--- src/rtl/fetch_mem_ctrl_if.sv ---
// Instruction memory bus between fetch_mem_ctrl (master) and the memory (slave).
// Ports: mem_en/mem_we/mem_addr/mem_wdata to memory, mem_rdata back.
interface fetch_mem_ctrl_if #(
  parameter int ADDR_W = 32
);
  logic              mem_en;
  logic              mem_we;
  logic [ADDR_W-1:0] mem_addr;
  logic [31:0]       mem_wdata;
  logic [31:0]       mem_rdata;

  modport master (
    output mem_en,
    output mem_we,
    output mem_addr,
    output mem_wdata,
    input  mem_rdata
  );

  modport slave (
    input  mem_en,
    input  mem_we,
    input  mem_addr,
    input  mem_wdata,
    output mem_rdata
  );
endinterface

--- src/rtl/fetch_mem_ctrl.sv ---
// Instruction memory sequencer: boot-time loader writes, then one read per PC.
// Ports: clk, rst (async low), loader bus, pc_f/redirect, fetch outputs, mem bus.
module fetch_mem_ctrl #(
  parameter int WAIT_STATES = 1,
  parameter int ADDR_W      = 32
) (
  input  logic              clk,
  input  logic              rst,
  input  logic              load_req,
  input  logic [ADDR_W-1:0] load_addr,
  input  logic [31:0]       load_data,
  input  logic              load_done,
  output logic              load_ack,
  input  logic [31:0]       pc_f,
  input  logic              redirect,
  output logic              start,
  output logic              stall_f,
  output logic [31:0]       instr_f,
  output logic              instr_valid,
  fetch_mem_ctrl_if.master  mem
);

  localparam logic [31:0] NOP = 32'h00000013;
  localparam logic [3:0]  WS  = 4'(WAIT_STATES);

  typedef enum logic [1:0] {
    BOOT,
    ISSUE,
    WAIT
  } state_t;

  state_t     state, state_n;
  logic [3:0] cnt, cnt_n;
  logic       squash, squash_n;

  always_ff @(posedge clk or negedge rst) begin
    if (!rst) begin
      state  <= BOOT;
      cnt    <= '0;
      squash <= 1'b0;
    end else begin
      state  <= state_n;
      cnt    <= cnt_n;
      squash <= squash_n;
    end
  end

  always_comb begin
    state_n       = state;
    cnt_n         = cnt;
    squash_n      = squash;
    start         = 1'b0;
    stall_f       = 1'b1;
    instr_f       = NOP;
    instr_valid   = 1'b0;
    load_ack      = 1'b0;
    mem.mem_en    = 1'b0;
    mem.mem_we    = 1'b0;
    mem.mem_addr  = '0;
    mem.mem_wdata = '0;

    unique case (state)
      BOOT: begin
        // rst gates the write so nothing reaches memory while held in reset
        if (load_req && rst) begin
          load_ack      = 1'b1;
          mem.mem_en    = 1'b1;
          mem.mem_we    = 1'b1;
          mem.mem_addr  = load_addr;
          mem.mem_wdata = load_data;
        end
        if (load_done) begin
          state_n = ISSUE;
        end
      end

      ISSUE: begin
        start = 1'b1;
        if (redirect) begin
          // PC takes the target; issue from it next cycle
          stall_f = 1'b0;
        end else begin
          mem.mem_en   = 1'b1;
          mem.mem_addr = ADDR_W'(pc_f);
          cnt_n        = WS;
          state_n      = WAIT;
        end
      end

      WAIT: begin
        start = 1'b1;
        if (cnt == 4'd0) begin
          state_n  = ISSUE;
          squash_n = 1'b0;
          if (!squash && !redirect) begin
            instr_valid = 1'b1;
            instr_f     = mem.mem_rdata;
            stall_f     = 1'b0;
          end else begin
            stall_f = !redirect;
          end
        end else begin
          cnt_n = cnt - 4'd1;
          if (redirect) begin
            // word in flight belongs to the old path
            squash_n = 1'b1;
            stall_f  = 1'b0;
          end
        end
      end

      default: begin
        state_n = BOOT;
      end
    endcase
  end

endmodule

--- src/flat_wrapper.sv ---
// flat-port wrapper written by rule: the top's interface ports become plain ports
module fetch_mem_ctrl_flat 
#(
  parameter int WAIT_STATES = 1,
  parameter int ADDR_W      = 32
)
  (clk, rst, load_req, load_addr, load_data, load_done, load_ack, pc_f, redirect, start, stall_f, instr_f, instr_valid, mem_mem_en, mem_mem_we, mem_mem_addr, mem_mem_wdata, mem_mem_rdata);
  fetch_mem_ctrl_if #(.ADDR_W(ADDR_W)) mem_i ();
  input  logic clk;
  input  logic rst;
  input  logic load_req;
  input  logic [ADDR_W-1:0] load_addr;
  input  logic [31:0] load_data;
  input  logic load_done;
  output logic load_ack;
  input  logic [31:0] pc_f;
  input  logic redirect;
  output logic start;
  output logic stall_f;
  output logic [31:0] instr_f;
  output logic instr_valid;
  output wire logic [$bits(mem_i.mem_en)-1:0] mem_mem_en;
  output wire logic [$bits(mem_i.mem_we)-1:0] mem_mem_we;
  output wire logic [$bits(mem_i.mem_addr)-1:0] mem_mem_addr;
  output wire logic [$bits(mem_i.mem_wdata)-1:0] mem_mem_wdata;
  input wire logic [$bits(mem_i.mem_rdata)-1:0] mem_mem_rdata;
  assign mem_mem_en = mem_i.mem_en;
  assign mem_mem_we = mem_i.mem_we;
  assign mem_mem_addr = mem_i.mem_addr;
  assign mem_mem_wdata = mem_i.mem_wdata;
  assign mem_i.mem_rdata = mem_mem_rdata;
  fetch_mem_ctrl #(.WAIT_STATES(WAIT_STATES), .ADDR_W(ADDR_W)) u_core (.clk(clk), .rst(rst), .load_req(load_req), .load_addr(load_addr), .load_data(load_data), .load_done(load_done), .load_ack(load_ack), .pc_f(pc_f), .redirect(redirect), .start(start), .stall_f(stall_f), .instr_f(instr_f), .instr_valid(instr_valid), .mem(mem_i));
endmodule
--- config.mk ---
export PLATFORM = sky130hd
export DESIGN_NAME = fetch_mem_ctrl_flat
export DESIGN_NICKNAME = d
export VERILOG_FILES = /design/src/rtl/fetch_mem_ctrl_if.sv /design/src/rtl/fetch_mem_ctrl.sv /design/src/flat_wrapper.sv
export SDC_FILE = /design/constraint.sdc
export NUM_CORES = 1
export LEC_CHECK = 0
export CORE_MARGIN = 4
export CORE_UTILIZATION = 19
export DETAILED_ROUTE_END_ITERATION = 10
export MAX_ROUTING_LAYER = met4
export PLACE_DENSITY_LB_ADDON = 0.25
export SLEW_MARGIN = 20
export SYNTH_ARGS = -nofsm -noshare
export SYNTH_HDL_FRONTEND = slang
export SYNTH_SLANG_ARGS = --single-unit
--- constraint.sdc ---
create_clock -name clk -period 2 [get_ports clk]
set_input_delay 0.5 -clock clk [delete_from_list [all_inputs] [get_ports clk]]
set_output_delay 0.5 -clock clk [all_outputs]
set_load 0.01 [all_outputs]
==> metrics.txt <==
status finished with violations; failing checks negative setup slack; Port Buffers 234; Placeable Area 0.006756 mm2; mapped cell area 0.001318 mm2; RSZ-0062 raised after global routing true; number of synthesized flops with an enable pin 0; Initial DRC Count 43; final hold violations 0; HPWL Detailed 6795 um; CTS sink cnt 7; Synth Net Count 310; initial antenna violation count 0; Initial Util 19.50%; ys flop type dfrtp_1; total track usage 20.57%; distinct cell type count of the synthesized netlist 40; fin util 64.50%; drt pass-1 iters 4; layout cells sized above 1 46.90%; Hold Path Class input port to asynchronous set/reset pin; Worst Path Required 1.50 ns; most frequent cells in the layout clkdlybuf4s50_1, buf_6, buf_2, a22o_1, and2_1; Die ar. 0.008330 mm2; Syn-to-layout area delta 230.8%; maximum clock frequency 424.7 MHz; DIE HEIGHT 91.27 um; Max VDD drop 0.0003246 V; final setup violation count 101; Clock Tree Root clkbuf_8; TritonCTS clock tree yes; IO Count 235; Inst Count DP 490; Leak Pwr 2.101 nW; warnings from Yosys 0; htree depth 1; largest family of logic cells by synthesized area simple AND/OR/NAND/NOR gates; drt total wl 9318 um; crit share post-route 117.7%; via count 2,409; syn avg cell area 7.616 um2; clk_skew 0.001367 ns; Placer Congestion 0.8526; fraction of the mapped netlist area in adder cells 3.799%; post-route ant nets 0; Std-Cell Rows 30; pwr/cell area 711.2 mW/mm2; Worst Max-Slew Pin Slew 0.3881 ns; Compound-Gate Fraction of Synth Area 32.95%; Async SR Flop Fraction 100.0%; grt ovf 0; Layout Nets 590; max-cap viol count 0; sequential fraction of the synthesis area 13.30%; startpoint types register; vias per std cell 4.528; crit-path max FO 7; number of global-route vias before repair 2,364; max_slew headroom 74.07%; cts bufs inserted 3; mux cell area share after synthesis 0.7597%; Final Max Tran Viols 0; WL/cell 17.52 um; clock latency on the worst-skew pair 0.23 ns; diode count 0; Max clock buf depth 2; largest net degree at the start of global routing 19; DRC Markers 0; r2r setup slk 0.13 ns; post-synthesis register bit count 7; Final Critical Period 2.355 ns; Synth Area in Simple Gates 40.36%; Gate Count Post-Synth 173; fraction of synthesized cell area in xor and xnor cells 0%; most common cell after layout, fill and taps aside clkdlybuf4s50_1; nature of the critical path endpoint primary output; Final WS setup -0.3549 ns; crit path kind register to primary output; die width 91.27 um; first-pass GRT wire length 13,100 um; total chip power 3.100 mW; Worst EP arrival 1.85 ns; non-filler instance count after layout 532; Reg clk slew, reported paths 0.05 ns
## registers in the layout (all words and copies together) (netlist names)
register,cells
u_core.cnt,4
u_core.squash,1
u_core.state,2
## final cells by class
class	instances	area, um2
multi-input combinational	140	1172
clock inverter	1	5.005
inverter	7	26.28
fill	577	2399
timing repair buffer	294	2838
sequential	7	175.2
tap	80	100.1
clock buffer	3	41.29
## repair_timing
item / 4_1_cts / 5_1_grt
gates resized for setup: 459 / 78
hold buffers: 0 / 0
endpoints found under the setup margin: 102 / 101
cloned: 9 / 4
buffers inserted: 21 / 7
pin swaps: 38 / 23
## final timing paths
kind	end	start	cells past startpoint
max	instr_f[31]	u_core.state[0]	8
min	u_core.state[1]	rst	2
max reg2reg	u_core.cnt[3]	u_core.state[0]	10
min reg2reg	u_core.cnt[1]	u_core.cnt[1]	2
max in group asynchronous	u_core.cnt[0]	rst	2
min in group clk	u_core.cnt[1]	u_core.cnt[1]	2
## Yosys cell counts, drive strengths merged (2+ instances only)
cell | n | area (um2)
nor2 | 2 | 7.510
clkbuf | 12 | 47.55
o21ai | 3 | 15.01
a22oi | 2 | 20.02
nand2 | 2 | 7.510
buf | 7 | 42.54
a211o | 2 | 17.52
nor3b | 2 | 26.28
nand2b | 4 | 25.02
dfrtp | 7 | 175.2
ha | 4 | 50.05
inv | 7 | 26.28
and2 | 61 | 381.6
a22o | 32 | 280.3
a221o | 2 | 21.27
nor2b | 4 | 25.02
a21oi | 4 | 20.02
## power breakdown
group	internal, mW	total, mW	switching (mW)
clock	0.136	0.209	0.0736
combinational	1.58	2.62	1.05
sequential	0.207	0.266	0.0590
total	1.92	3.10	1.18
## metrics by stage
stage          instance area, um2  setup slack (ns)  hold slack (ns)  TNS [ns]
2_1_floorplan                1340         -0.005268           0.2044  -0.09482
3_3_place_gp                 3871           -0.7454           0.5805    -67.88
3_5_place_dp                 3871           -0.7914           0.5879    -69.32
4_1_cts                      4154           -0.3268           0.3757    -24.46
5_1_grt                      4358           -0.4590           0.3727    -34.75
6_report                     4358           -0.3549           0.3742    -26.56
## routing by layer
layer	part of all wire (%)	global-route usage, %	wire length, um	vias up
met1	38	22.70	3507	1093
li1	-	-	-	1175
met3	7.2	4.557	668	16
met2	53	35.87	4934	125
met4	2.2	8.166	208	0
met5	0	-	0	-
## critical path, stage by stage (launching register included)
cell and delay, ns:
dfrtp_1 0.39, inv_2 0.10, ha_4 0.14, and4bb_1 0.22, nor3b_4 0.27, buf_6 0.16, buf_6 0.11, and2_4 0.13
buf_6 0.09
## kinds of logic (layout without fill, tap and decap cells)
logic type	count (synthesis)	after routing
muxes	1	1
adders and majority gates	4	4
and+or+nand+nor	83	83
AOI/OAI and AO/OA	52	52
DFF	7	7
buffers and inverters	26	305
No activity file was read; power rests on OpenSTA's default activity.
